==> src/rtl/seg_scan_pkg.sv <==
// Shared types and frame layout for the 7-segment/keypad scan master.
package seg_scan_pkg;

  typedef enum logic [2:0] {
    ST_IDLE,
    ST_LOAD,
    ST_SHIFT,
    ST_SETTLE,
    ST_SAMPLE,
    ST_DWELL
  } state_e;

  localparam int unsigned KEY_SEL_MSB = 7;
  localparam int unsigned KEY_SEL_LSB = 6;
  localparam int unsigned SCR_SEL_MSB = 5;
  localparam int unsigned SCR_SEL_LSB = 4;
  localparam int unsigned DIGIT_MSB   = 3;

  localparam int unsigned NUM_SLOTS = 4;

  typedef logic [1:0] slot_t;

  function automatic logic [7:0] make_frame(input slot_t slot, input logic [3:0] digit);
    logic [7:0] f;
    f = '0;
    f[KEY_SEL_MSB:KEY_SEL_LSB] = slot;
    f[SCR_SEL_MSB:SCR_SEL_LSB] = slot;
    f[DIGIT_MSB:0]             = digit;
    return f;
  endfunction

endpackage

==> src/rtl/seg_scan_master_if.sv <==
// SPI link between the scan master and the 7-segment/keypad slave.
interface seg_scan_master_if;
  logic sck;
  logic mosi;
  logic en;
  logic miso;

  modport master (output sck, output mosi, output en, input miso);
  modport slave  (input sck, input mosi, input en, output miso);
endinterface

==> src/rtl/key_debounce.sv <==
// Per-slot key debouncer: the state flips after DEBOUNCE consecutive disagreeing samples.
module key_debounce #(
  parameter int unsigned DEBOUNCE = 3
) (
  input  logic clk,
  input  logic RESET,
  input  logic sample_valid,
  input  logic sample,
  output logic state,
  output logic changed
);

  logic       state_q;
  logic [2:0] cnt_q;

  // Strobe in the sample cycle; the owner registers it into its event output.
  assign changed = sample_valid && (sample != state_q) && ((cnt_q + 3'd1) == 3'(DEBOUNCE));
  assign state   = state_q;

  always_ff @(posedge clk or negedge RESET) begin
    if (!RESET) begin
      state_q <= 1'b0;
      cnt_q   <= '0;
    end else if (sample_valid) begin
      if (sample == state_q) begin
        cnt_q <= '0;
      end else if (changed) begin
        state_q <= ~state_q;
        cnt_q   <= '0;
      end else begin
        cnt_q <= cnt_q + 3'd1;
      end
    end
  end

endmodule

==> src/rtl/seg_scan_master.sv <==
// SPI scan master: cycles 4 digit slots, sends one byte per slot and debounces the keypad.
module seg_scan_master
  import seg_scan_pkg::*;
#(
  parameter int unsigned CLK_DIV  = 4,
  parameter int unsigned SETTLE   = 4,
  parameter int unsigned DWELL    = 64,
  parameter int unsigned DEBOUNCE = 3
) (
  input  logic                      clk,
  input  logic                      RESET,
  input  logic                      run,
  input  logic [15:0]               digits,
  seg_scan_master_if.master         spi,
  output logic [NUM_SLOTS-1:0]      key_state,
  output logic                      key_event,
  output logic [1:0]                key_idx,
  output logic                      frame_done,
  output logic                      busy
);

  localparam int unsigned CW = 16;
  localparam logic [CW-1:0] DIV_LAST    = CW'(CLK_DIV - 1);
  localparam logic [CW-1:0] SETTLE_LAST = CW'(SETTLE - 1);
  localparam logic [CW-1:0] DWELL_LAST  = CW'(DWELL - 1);

  state_e          state_q;
  slot_t           slot_q;
  logic [7:0]      shreg_q;
  logic [2:0]      bitcnt_q;
  logic [CW-1:0]   cnt_q;
  logic            sck_q;
  logic            en_q;
  logic            frame_done_q;
  logic            busy_q;
  logic            key_event_q;
  logic [1:0]      key_idx_q;

  logic [7:0]            frame_d;
  logic [NUM_SLOTS-1:0]  changed;

  assign frame_d = make_frame(slot_q, digits[{slot_q, 2'b00} +: 4]);

  // mosi is the shift register MSB, so it is registered and clears with the register.
  assign spi.sck  = sck_q;
  assign spi.en   = en_q;
  assign spi.mosi = shreg_q[7];

  assign frame_done = frame_done_q;
  assign busy       = busy_q;
  assign key_event  = key_event_q;
  assign key_idx    = key_idx_q;

  always_ff @(posedge clk or negedge RESET) begin
    if (!RESET) begin
      state_q      <= ST_IDLE;
      slot_q       <= '0;
      shreg_q      <= '0;
      bitcnt_q     <= '0;
      cnt_q        <= '0;
      sck_q        <= 1'b0;
      en_q         <= 1'b0;
      frame_done_q <= 1'b0;
      busy_q       <= 1'b0;
    end else begin
      frame_done_q <= 1'b0;
      case (state_q)
        ST_IDLE: begin
          sck_q <= 1'b0;
          en_q  <= 1'b0;
          if (run) begin
            state_q <= ST_LOAD;
            busy_q  <= 1'b1;
          end
        end
        ST_LOAD: begin
          shreg_q  <= frame_d;
          en_q     <= 1'b1;
          sck_q    <= 1'b0;
          bitcnt_q <= 3'd7;
          cnt_q    <= '0;
          state_q  <= ST_SHIFT;
        end
        ST_SHIFT: begin
          if (cnt_q == DIV_LAST) begin
            cnt_q <= '0;
            if (!sck_q) begin
              sck_q <= 1'b1;
            end else begin
              // Falling sck edge: advance to the next bit or close the frame.
              sck_q <= 1'b0;
              if (bitcnt_q == 3'd0) begin
                en_q    <= 1'b0;
                shreg_q <= '0;
                state_q <= ST_SETTLE;
              end else begin
                bitcnt_q <= bitcnt_q - 3'd1;
                shreg_q  <= {shreg_q[6:0], 1'b0};
              end
            end
          end else begin
            cnt_q <= cnt_q + CW'(1);
          end
        end
        ST_SETTLE: begin
          if (cnt_q == SETTLE_LAST) begin
            cnt_q   <= '0;
            state_q <= ST_SAMPLE;
          end else begin
            cnt_q <= cnt_q + CW'(1);
          end
        end
        ST_SAMPLE: begin
          frame_done_q <= 1'b1;
          cnt_q        <= '0;
          state_q      <= ST_DWELL;
        end
        ST_DWELL: begin
          if (cnt_q == DWELL_LAST) begin
            cnt_q   <= '0;
            slot_q  <= slot_q + 2'd1;
            busy_q  <= run;
            state_q <= run ? ST_LOAD : ST_IDLE;
          end else begin
            cnt_q <= cnt_q + CW'(1);
          end
        end
        default: begin
          state_q <= ST_IDLE;
          busy_q  <= 1'b0;
        end
      endcase
    end
  end

  always_ff @(posedge clk or negedge RESET) begin
    if (!RESET) begin
      key_event_q <= 1'b0;
      key_idx_q   <= '0;
    end else begin
      key_event_q <= |changed;
      if (|changed) begin
        key_idx_q <= slot_q;
      end
    end
  end

  for (genvar k = 0; k < NUM_SLOTS; k++) begin : g_deb
    key_debounce #(
      .DEBOUNCE(DEBOUNCE)
    ) u_deb (
      .clk          (clk),
      .RESET        (RESET),
      .sample_valid ((state_q == ST_SAMPLE) && (slot_q == slot_t'(k))),
      .sample       (~spi.miso),
      .state        (key_state[k]),
      .changed      (changed[k])
    );
  end

endmodule

==> src/flat_wrapper.sv <==
// flat-port wrapper written by rule: the top's interface ports become plain ports
module seg_scan_master_flat import seg_scan_pkg::*;
#(
  parameter int unsigned CLK_DIV  = 4,
  parameter int unsigned SETTLE   = 4,
  parameter int unsigned DWELL    = 64,
  parameter int unsigned DEBOUNCE = 3
)
  (clk, RESET, run, digits, key_state, key_event, key_idx, frame_done, busy, spi_sck, spi_mosi, spi_en, spi_miso);
  seg_scan_master_if spi_i ();
  input  logic clk;
  input  logic RESET;
  input  logic run;
  input  logic [15:0] digits;
  output logic [NUM_SLOTS-1:0] key_state;
  output logic key_event;
  output logic [1:0] key_idx;
  output logic frame_done;
  output logic busy;
  output wire logic [$bits(spi_i.sck)-1:0] spi_sck;
  output wire logic [$bits(spi_i.mosi)-1:0] spi_mosi;
  output wire logic [$bits(spi_i.en)-1:0] spi_en;
  input wire logic [$bits(spi_i.miso)-1:0] spi_miso;
  assign spi_sck = spi_i.sck;
  assign spi_mosi = spi_i.mosi;
  assign spi_en = spi_i.en;
  assign spi_i.miso = spi_miso;
  seg_scan_master #(.CLK_DIV(CLK_DIV), .SETTLE(SETTLE), .DWELL(DWELL), .DEBOUNCE(DEBOUNCE)) u_core (.clk(clk), .RESET(RESET), .run(run), .digits(digits), .spi(spi_i), .key_state(key_state), .key_event(key_event), .key_idx(key_idx), .frame_done(frame_done), .busy(busy));
endmodule
==> config.mk <==
export PLATFORM = sky130hd
export DESIGN_NAME = seg_scan_master_flat
export DESIGN_NICKNAME = d
export VERILOG_FILES = /design/src/rtl/seg_scan_pkg.sv /design/src/rtl/seg_scan_master_if.sv /design/src/rtl/key_debounce.sv /design/src/rtl/seg_scan_master.sv /design/src/flat_wrapper.sv
export SDC_FILE = /design/constraint.sdc
export NUM_CORES = 1
export LEC_CHECK = 0
export ABC_AREA = 1
export CORE_MARGIN = 3
export CORE_UTILIZATION = 40
export CTS_CLUSTER_SIZE = 28
export DETAILED_ROUTE_END_ITERATION = 10
export HOLD_SLACK_MARGIN = 0.05
export PLACE_DENSITY = 0.67
export REMOVE_ABC_BUFFERS = 1
export SLEW_MARGIN = 30
export SYNTH_ARGS = -nofsm -noshare
export SYNTH_HDL_FRONTEND = slang
export SYNTH_SLANG_ARGS = --single-unit
==> constraint.sdc <==
create_clock -name clk -period 2.9 [get_ports clk]
set_input_delay 0.58 -clock clk [delete_from_list [all_inputs] [get_ports clk]]
set_output_delay 0.58 -clock clk [all_outputs]
set_load 0.005 [all_outputs]
Yosys cells after proc, flatten, opt, wreduce, memory -nomap -nowiden

Index checks and enable logic that the tools add are counted.

Equal/unequal tests: 29
Bitwise logic cells: 10
Shift operators: 1
Muxes and demuxes: 38
Add/sub/neg operators: 7
Reduce and logical (&&, ||, !) cells: 35

Operators by type and width:

| cell                                                                    | number |
|---|---|
| 3-bit 2-to-1 mux                                                        | 17 |
| 16-bit case mux with 3 select lines                                     | 1 |
| 16-bit 2-to-1 mux                                                       | 2 |
| 8-bit 2-to-1 mux                                                        | 3 |
| 3-bit by 2-bit == test with 1-bit output, second input constant         | 6 |
| 3-bit case mux with 6 select lines                                      | 1 |
| 3-bit AND reduction                                                     | 6 |
| 16-bit by 1-bit adder with 16-bit output, second input constant         | 1 |
| 16-bit by 2-bit == test with 1-bit output, second input constant        | 1 |
| 16-bit by 6-bit == test with 1-bit output, second input constant        | 1 |
| 8-bit case mux with 2 select lines                                      | 1 |
| 16-bit by 5-bit variable part select with 4-bit output                  | 1 |
| 3-bit by 1-bit adder with 3-bit output, second input constant           | 4 |
| 1-bit logical AND                                                       | 12 |
| 2-bit by 1-bit inequality test with 1-bit output, second input constant | 5 |
| 1-bit inverter                                                          | 10 |
| 1-bit 2-to-1 mux                                                        | 9 |
| 4-bit AND reduction                                                     | 2 |
| 4-bit OR reduction                                                      | 2 |
| 3-bit == test, second input constant                                    | 2 |
| 3-bit zero test                                                         | 2 |
| 1-bit case mux with 3 select lines                                      | 2 |
| 3-bit case mux with 2 select lines                                      | 1 |
| 6-bit AND reduction                                                     | 1 |
| other kinds (14)                                                        | 27 |

Bits in registers: 55
Output and inout port bits: 12
Word-level logic and storage cells: 139
Input port bits: 20

Logic depth before layout (Yosys ltp)

Gate-level depths: netlist of the first run.

Word-level depth: 6
Gate-level depth with buffers: 10

Cells and area by module

A second synthesis of the first run with hierarchy kept.

Cells, all modules: 458
Area, all modules: 3424.5 um^2

Modules (own cells, without submodules):

| module          | area an instance (um^2) | cells each | times used |
|---|---|---|---|
| seg_scan_master | 2393.5                  | 322        | 1 |
| key_debounce    | 257.7                   | 34         | 4 |

Worst setup path after synthesis of the first run

No wires, ideal clock.

Path type: reg-to-reg
Start: reg u_core.slot_q[1]
End: reg u_core.key_idx_q[0], in the netlist u_core.key_idx[0]
Path slack: 1388 ps
Data arrival time: 1446 ps
Stages on the path, launching flop included: 10
Clock period less this slack: 1512 ps
Buffers on the path: 0
Cells stage by stage: dfrtp_1 > clkinv_1 > ha_1 > nand3_1 > nor2_1 > nand2_1 > nand2_1 > nor2_1 > nand2_1 > nand2_1

Word-level cells in the longest chain between the ends: 5
Elaborated cells on any way between the ends: 17

Ends and longest elaborated chain:

| what                                  | RTL line               | text |
|---|---|---|
| start: declaration                    | seg_scan_master.sv:28  | `slot_t slot_q;` |
| start signal: assignment              | seg_scan_master.sv:121 | `slot_q <= slot_q + 2'd1;` |
| 2-bit == test (tied with other cells) | seg_scan_master.sv:154 | `.sample_valid ((state_q == ST_SAMPLE) && (slot_q == slot_t'(k))),` |
| 1-bit logical AND                     | seg_scan_master.sv:154 |  |
| 1-bit logical AND (2 in a row)        | key_debounce.sv:17     | `assign changed = sample_valid && (sample != state_q) && ((cnt_q + 3'd1) == 3'(DEBOUNCE));` |
| 4-bit OR reduction (*)                | seg_scan_master.sv:142 | `if (\|changed) begin` |
| end signal: assignment                | seg_scan_master.sv:143 | `key_idx_q <= slot_q;` |
| end: declaration                      | seg_scan_master.sv:37  | `logic [1:0] key_idx_q;` |

Mark *: on every way between the ends. The rest lies on a longest branch, timed or not.
A chain may end at the register's enable or synchronous reset.

Final worst setup path of the first run

Start: reg u_core.slot_q[0]
End: reg u_core.key_idx_q[0], in the netlist u_core.key_idx[0]

Word-level cells in the longest chain between the ends: 5
Elaborated cells on any way between the ends: 17

Ends and longest elaborated chain:

| what                                  | RTL line |
|---|---|
| 2-bit == test (tied with other cells) | seg_scan_master.sv:154 |
| 1-bit logical AND                     | seg_scan_master.sv:154 |
| 1-bit logical AND (2 in a row)        | key_debounce.sv:17 |
| 4-bit OR reduction                    | seg_scan_master.sv:142 |

Several ways; a longest one is shown, not always the timed one.

==> impl_results.md, run 1 <==
* Crit path max fanout at 13
* Slowest stage delay, CP at 0.61 ns
* Post-synthesis compound-gate area fraction at 9.47%
* Register bit count reported by yosys at 55
* Gr ovfl total at 0
* Pwr Total at 1.25 mW
* Crit path arrival time at roughly 2.3 ns
* CP Class: reg2reg
* Nets at between 500 and 600
* CP most frequent cell: nand2_1
* Post-Route Utilization at between 40 and 50%
* CTS resizes at 0
* Combinational family with the most area after synthesis: simple AND/OR/NAND/NOR gates
* Placer Congestion at 0.819
* Commonest non-fill, non-tap cell in the layout: nand2_1
* Pin slew with the least headroom to its limit at 0.701 ns
* CTS clk-pin slew, worst paths at 0.10 ns
* Routed Antenna Nets at 0
* Drt total wl at 6.75 mm
* Die ar. at 0.00949 mm^2
* Vias/cell at 4.84
* Adder-cell share of the synthesized area at roughly 5.6%
* DR vias at 2852
* Path category of the worst min-delay check: in2async
* Max cap viols at 0
* Cell Area, Synth at 0.00334 mm^2
* Count of final setup violators at 0
* Worst Path Required at 3.15 ns
* CP delay by family, top: simple AND/OR/NAND/NOR gates
* Final Cell Area at 0.00378 mm^2
* Initial antenna violation count at 0
* Post-synthesis average cell area at 7.27 um^2
* Buf/Inv on CP at 1
* PD cells at around 330 mW/mm^2
* Critical Path Start Type: register
* Drt drc at 0
* Die Height at 97.4 um
* H-Tree Depth at 2
* Post-Synth Simple-Gate Area at 33.1%
* Final Hold Violating Endpoints at 0
* Cell count after synthesis at 460
* Fmax achieved at slightly below 0.5 GHz
* WL/cell at 11.5 um
* CTS buffer count at 5
* Area leader, netlist: dfrtp_1
* Crit path cell chain: clkinv_1 -> ha_1 -> nand3_1 -> nor2_1 -> nand2_1 -> nand2_1 -> nor2_1 -> nand2_1 -> nand2_1
* Setup TNS at 0 ns
* Worst VDD drop at 0.167 mV
* IO buf count at 31
* GRT Total Usage at 14.6%
* Unrepaired setup endpoints after global routing: no
* First-pass GRT wire length at 11.8 mm
* Synth warn at 0
* Top cells by area, synth: dfrtp_1 41%, nand2_1 16%, nor2_1 8.5%, ha_1 5.6%, inv_1 5.5%
* Cts-stage hold buffer count at 0
* Setup Fix Bufs, Post-CTS at 0
* Fill count at approximately 820
* Drt initial violations at 162
* Hpwl dp at 4.99 mm
* Core area at 0.00793 mm^2
* Ratio of final minimum period to clock period at 71.6%
* Multiplexer share of the synthesized area at 0%
* Relative slew slack at 53.3%
* Top-area cell type share of the netlist area at 41.2%
* Crit-path slowest cell: dfrtp_1
* Final hold slack at 0.408 ns
* Pre-Repair DR Iteration Count at 4
* Clock sink count at 55
* Post-synthesis sequential area ratio at 41.2%
* Clock buffer depth at 2
* Synth unique cells at 30
* Die Wd at slightly below 100 um
* Initial Utilization at 42.2%
* Outcome: completed
* Skew final at between 0.006 and 0.007 ns
* CP Capture Type: register
* Ant diodes at 0
* CTS root buf: clkbuf_8
* Largest net degree at the start of global routing at 56
* Most frequent cells in the layout: 139 x nand2_1, 76 x nor2_1, 55 x dfrtp_1, 49 x inv_1, 30 x clkdlybuf4s50_1
* Synth Area in XOR/XNOR at 2.10%
* # IOs at 32
* Vias in the first global route at ~2.8k
* Leak pwr at 1.95 nW
* Tmin final at around 2.1 ns
* Clock latency on the worst-skew pair at approximately 0.30 ns
* Area grow syn2layout at 13.2%
* Final max-slew violation count at 0
* Std-Cell Rows at 32
* Share of layout cells above drive strength 1 at around 5.5%
* DP Area at 0.00370 mm^2
* CTS tree: yes
-- where the power goes --
part | leakage (nW) | internal (mW) | switching (mW)
Sequential | 0.655 | 0.766 | 0
Combinational | 1.25 | 0.0270 | 0.0258
Clock | 0.0470 | 0.188 | 0.245
-- final cells by class --
class                   instances  area [um^2]  share of cell area (%)
flip-flops and latches         55         1380                    36.4
clock inverters                 1         5.00                   0.132
clock buffers                   6         82.6                    2.18
repair buffers                 32          313                    8.27
inverters                      53          199                    5.26
multi-input cells             340         1680                    44.4
well taps                     102          128                    3.37
-- cells by family (layout without fill, tap and decap cells) --
group                    Yosys count  count (layout)
AO/OA/AOI/OAI                     51              51
XOR/XNOR                           8               8
AND/OR/NAND/NOR                  266             266
flip-flops                        55              55
buffers and inverters             65              92
adder cells (fa/ha/maj)           15              15
-- synthesized netlist by cell type --
cell and count:
buf_2 3, nand2_1 139, inv_1 49, a22o_1 3
o211ai_1 1, o21ai_1 1, inv_2 2, nand4_1 10
o211ai_4 1, dfrtp_1 55, ha_1 15, clkinv_1 2
nor3_1 1, a21o_1 1, xor2_1 8, nand2_2 4
o21ai_0 20, o21ai_2 5, nor2_4 2, nand3_1 28
nand3b_1 2, clkbuf_1 1, nand3_2 1, nor2_2 2
buf_4 6, o31ai_1 4, or2_2 1, a21oi_1 15
nor2_1 76, buf_6 2
-- stage by stage --
stage | setup slack (ns) | instances
floorplan | 1.19 | 448
global placement | 0.894 | 582
detailed placement | 0.822 | 582
CTS | 0.805 | 589
global route | 0.511 | 589
finish | 0.823 | 589
-- worst reg2reg max path, cell delays in order (launching register included) --
cell      delay, ns
dfrtp_1        0.61
clkinv_1       0.38
ha_1           0.31
nand3_1        0.15
nor2_1         0.09
nand2_1        0.10
nand2_1        0.09
nor2_1         0.16
nand2_1        0.07
nand2_1        0.06
-- per-layer routing --
metal	GRT usage [%]	routed length, um	vias to the layer above
met1	18.7	3270	1305
li1	-	-	1497
met2	25.1	3170	42
met3	2.73	219	8
met5	0	0	-
met4	3.83	81	0
-- sequential cells by signal (all words and copies together) (netlist names), 2 cells and up --
name / cells
u_core.state_q: 3
u_core.slot_q: 2
u_core.g_deb.u_deb.state: 4
u_core.bitcnt_q: 3
u_core.shreg_q: 8
u_core.key_idx: 2
u_core.cnt_q: 16
u_core.g_deb.u_deb.cnt_q: 12
-- path summary, 6_finish.rpt --
| kind | depth (start not counted) | end | from | slack, ns |
|---|---|---|---|---|
| max in group asynchronous | 2 | u_core.g_deb[2].u_deb.cnt_q[0]$_DFFE_PN0N_ | RESET | 2.04 |
| worst max-delay path | 9 | u_core.key_idx[0]$_DFFE_PN0P_ | u_core.slot_q[0]$_DFFE_PN0P_ | 0.82 |
| worst min register to register | 2 | u_core.busy$_DFFE_PN0P_ | u_core.busy$_DFFE_PN0P_ | 0.48 |
| min in group clk | 2 | u_core.busy$_DFFE_PN0P_ | u_core.busy$_DFFE_PN0P_ | 0.48 |
| worst min-delay path | 2 | u_core.cnt_q[6]$_DFFE_PN0P_ | RESET | 0.41 |
| worst max register to register | 9 | u_core.key_idx[0]$_DFFE_PN0P_ | u_core.slot_q[0]$_DFFE_PN0P_ | 0.82 |
(Power assumes the default switching activity.)
==> inputs of run 2 (changes only) <==
- PLACE_DENSITY: 0.67 -> 0.69
- clock period: 2.9 -> 1.75 ns (I/O delays scaled with it)
==> run 2 against run 1 <==
Net effect: final cell count rose by 5.1%; sequential share of layout area fell by 2.1 points; global-route usage rose by 0.41 points; die area did not move; sequential cell count did not move; register-to-register slack got worse by 0.68 ns; via count rose by 5.2%; combinational power rose by 75%; clock-buffer cell count fell by 1; largest power group unchanged; critical path type unchanged; total power rose by 65%; wire length rose by 3.5%.
==> impl_results.md, run 2 (synthesis gave the netlist of run 1 again) <==
* Outcome: completed
* Vias/cell at 4.84
* Pwr Total at roughly 2.1 mW
* Drt initial violations at 86
* Slowest stage delay, CP at 0.45 ns
* Crit path max fanout at 7
* Hpwl dp at 5.52 mm
* WL/cell at 11.3 um
* Reg with most FFs: u_core.cnt_q
* Gr ovfl total at 0
* Count of final setup violators at 0
* Layout Cells excl Fill at 619
* Vias in the first global route at 2767
* Drt total wl at between 6 and 7 mm
* CTS buffer count at 5
* Crit path cell chain: clkinv_1 -> ha_1 -> nand3_1 -> nor2_1 -> nand2_1 -> nand2_1 -> nor2_1 -> nand2_1 -> nand2_1
* DR vias at about 3.0k
* CP delay by family, top: simple AND/OR/NAND/NOR gates
* Psw at 0.473 mW
* Die Wd at ~97 um
* Initial Utilization at between 40% and 50%
* Top Registers: u_core.cnt_q: 16 flops, u_core.g_deb.u_deb.cnt_q: 12 flops, u_core.shreg_q: 8 flops
* Placer Congestion at slightly below 0.9
* CP Capture Type: register
* Clk pwr share at 34.1%
* Routed Antenna Nets at 0
* IO buf count at 31
* Buf/Inv on CP at 1
* Cell internal pwr at 1.59 mW
* Final Hold Violating Endpoints at 0
* Drt drc at 0
* GRT Total Usage at 15.0%
* PD cells at 514 mW/mm^2
* Commonest non-fill, non-tap cell in the layout: nand2_1
* Clock sink count at 55
* Post-Route Utilization at 50.8%
* Pre-Repair DR Iteration Count at 4
* CTS root buf: clkbuf_8
* Sw frac at 22.9%
* Clock latency on the worst-skew pair at between 0.3 and 0.4 ns
* # IOs at 32
* Final max-slew violation count at 0
* Area grow syn2layout at 20.5%
* Max cap viols at 0
* Crit path arrival time at 1.86 ns
* Clock buffer depth at 2
* Worst Path Required at 2.01 ns
* Inst Count DP at 610
* Die ar. at 0.00949 mm^2
* Most frequent cells in the layout: 138 x nand2_1, 76 x nor2_1, 53 x dfrtp_1, 49 x inv_1, 30 x clkdlybuf4s50_1
* CP most frequent cell: nand2_1
* Unrepaired setup endpoints after global routing: no
* CP Class: reg2reg
* CTS clk-pin slew, worst paths at 0.10 ns
* Sequential share of power at 61.4%
* Initial antenna violation count at 0
* Nets at 551
* Place WS at -0.0475 ns
* Ratio of final minimum period to clock period at 91.7%
* Worst VDD drop at 0.285 mV
* Worst Setup SP: u_core.slot_q[1]$_DFFE_PN0P_
* Fmax achieved at roughly 0.62 GHz
* Tmin final at between 1.5 and 2 ns
* Path category of the worst min-delay check: in2async
* Pin slew with the least headroom to its limit at 0.337 ns
* Die Height at slightly below 100 um
* Skew final at 0.00951 ns
* Largest register FFs at 16
* Relative slew slack at 77.5%
* Post-route setup slack at 0.145 ns
* H-Tree Depth at 2
* Worst r2r src: u_core.slot_q[1]$_DFFE_PN0P_
* Combinational Power Share at 4.5%
* Setup TNS at 0 ns
* Critical Path Start Type: register
* Ant diodes at 0
* CTS tree: yes
* Core area at 0.00793 mm^2
* Largest net degree at the start of global routing at 18
* Crit-path slowest cell: dfrtp_2
* Std-Cell Rows at 32
* Share of layout cells above drive strength 1 at 11.8%
* First-pass GRT wire length at roughly 12 mm
* Leak pwr at 2.10 nW
[run 2: changes by cell type in the layout (fill, tap and decap cells not counted)]
cell           previous run  this run
nand2_4                   0         1
dfrtp_2                   0         2
buf_12                    0         1
nand2_1                 139       138
a21oi_2                   0         1
inv_2                     2         3
buf_4                     1        28
a21oi_1                  15        14
clkinv_2                  1         3
dlygate4sd3_1             0         1
clkinv_1                  2         1
dfrtp_1                  55        53
clkbuf_8                  6         5
[run 2: what timing repair did]
action | 4_1_cts | 5_1_grt
setup buffers | 0 | 0
endpoints found under the setup margin | 0 | 9
endpoints found under the hold margin | 4 | 0
gates resized for setup | 0 | 6
hold buffers | 1 | 0
[run 2: through the flow]
stage | hold WS [ns] | area (um^2)
CTS | 0.394 | 4010
detailed placement | 0.187 | 3920
global route | 0.399 | 4030
global placement | 0.190 | 3920
finish | 0.391 | 4030
floorplan | 0.0544 | 3260
[run 2: power by group through the flow]
stage,logic (mW),registers (mW),clock network (mW)
detailed placement,0.0934,1.29,0
global route,0.105,1.27,0.775
CTS,0.0953,1.27,0.730
global placement,0.0922,1.29,0
finish,0.0924,1.27,0.705
floorplan,0.0168,1.30,0
[run 2: area by class of cell]
cell class	instances	area, um^2
clock inverters	3	15.0
flip-flops and latches	55	1380
inverters	53	199
repair buffers	61	546
multi-input cells	340	1690
well taps	102	128
clock buffers	5	68.8
fillers	768	3900
[run 2: metal layers]
layer / track usage (%) / part of all wire, % / vias to the layer above
li1: - / - / 1568
met1: 19.0 / 47 / 1379
met2: 26.3 / 49 / 46
met3: 2.87 / 3.0 / 6
met4: 3.73 / 1.1 / 0
met5: 0 / 0 / -
[run 2: path summary, 6_finish.rpt]
path                                                       end  slack [ns]  depth (start not counted)
worst max register to register   u_core.key_idx[0]$_DFFE_PN0P_        0.15                          9
min in group clk                     u_core.spi.en$_DFFE_PN0P_        0.48                          2
worst max-delay path             u_core.key_idx[0]$_DFFE_PN0P_        0.15                          9
worst min-delay path              u_core.cnt_q[10]$_DFFE_PN0P_        0.39                          2
worst min register to register       u_core.spi.en$_DFFE_PN0P_        0.48                          2
max in group asynchronous       u_core.bitcnt_q[2]$_DFFE_PN0P_        0.91                          3
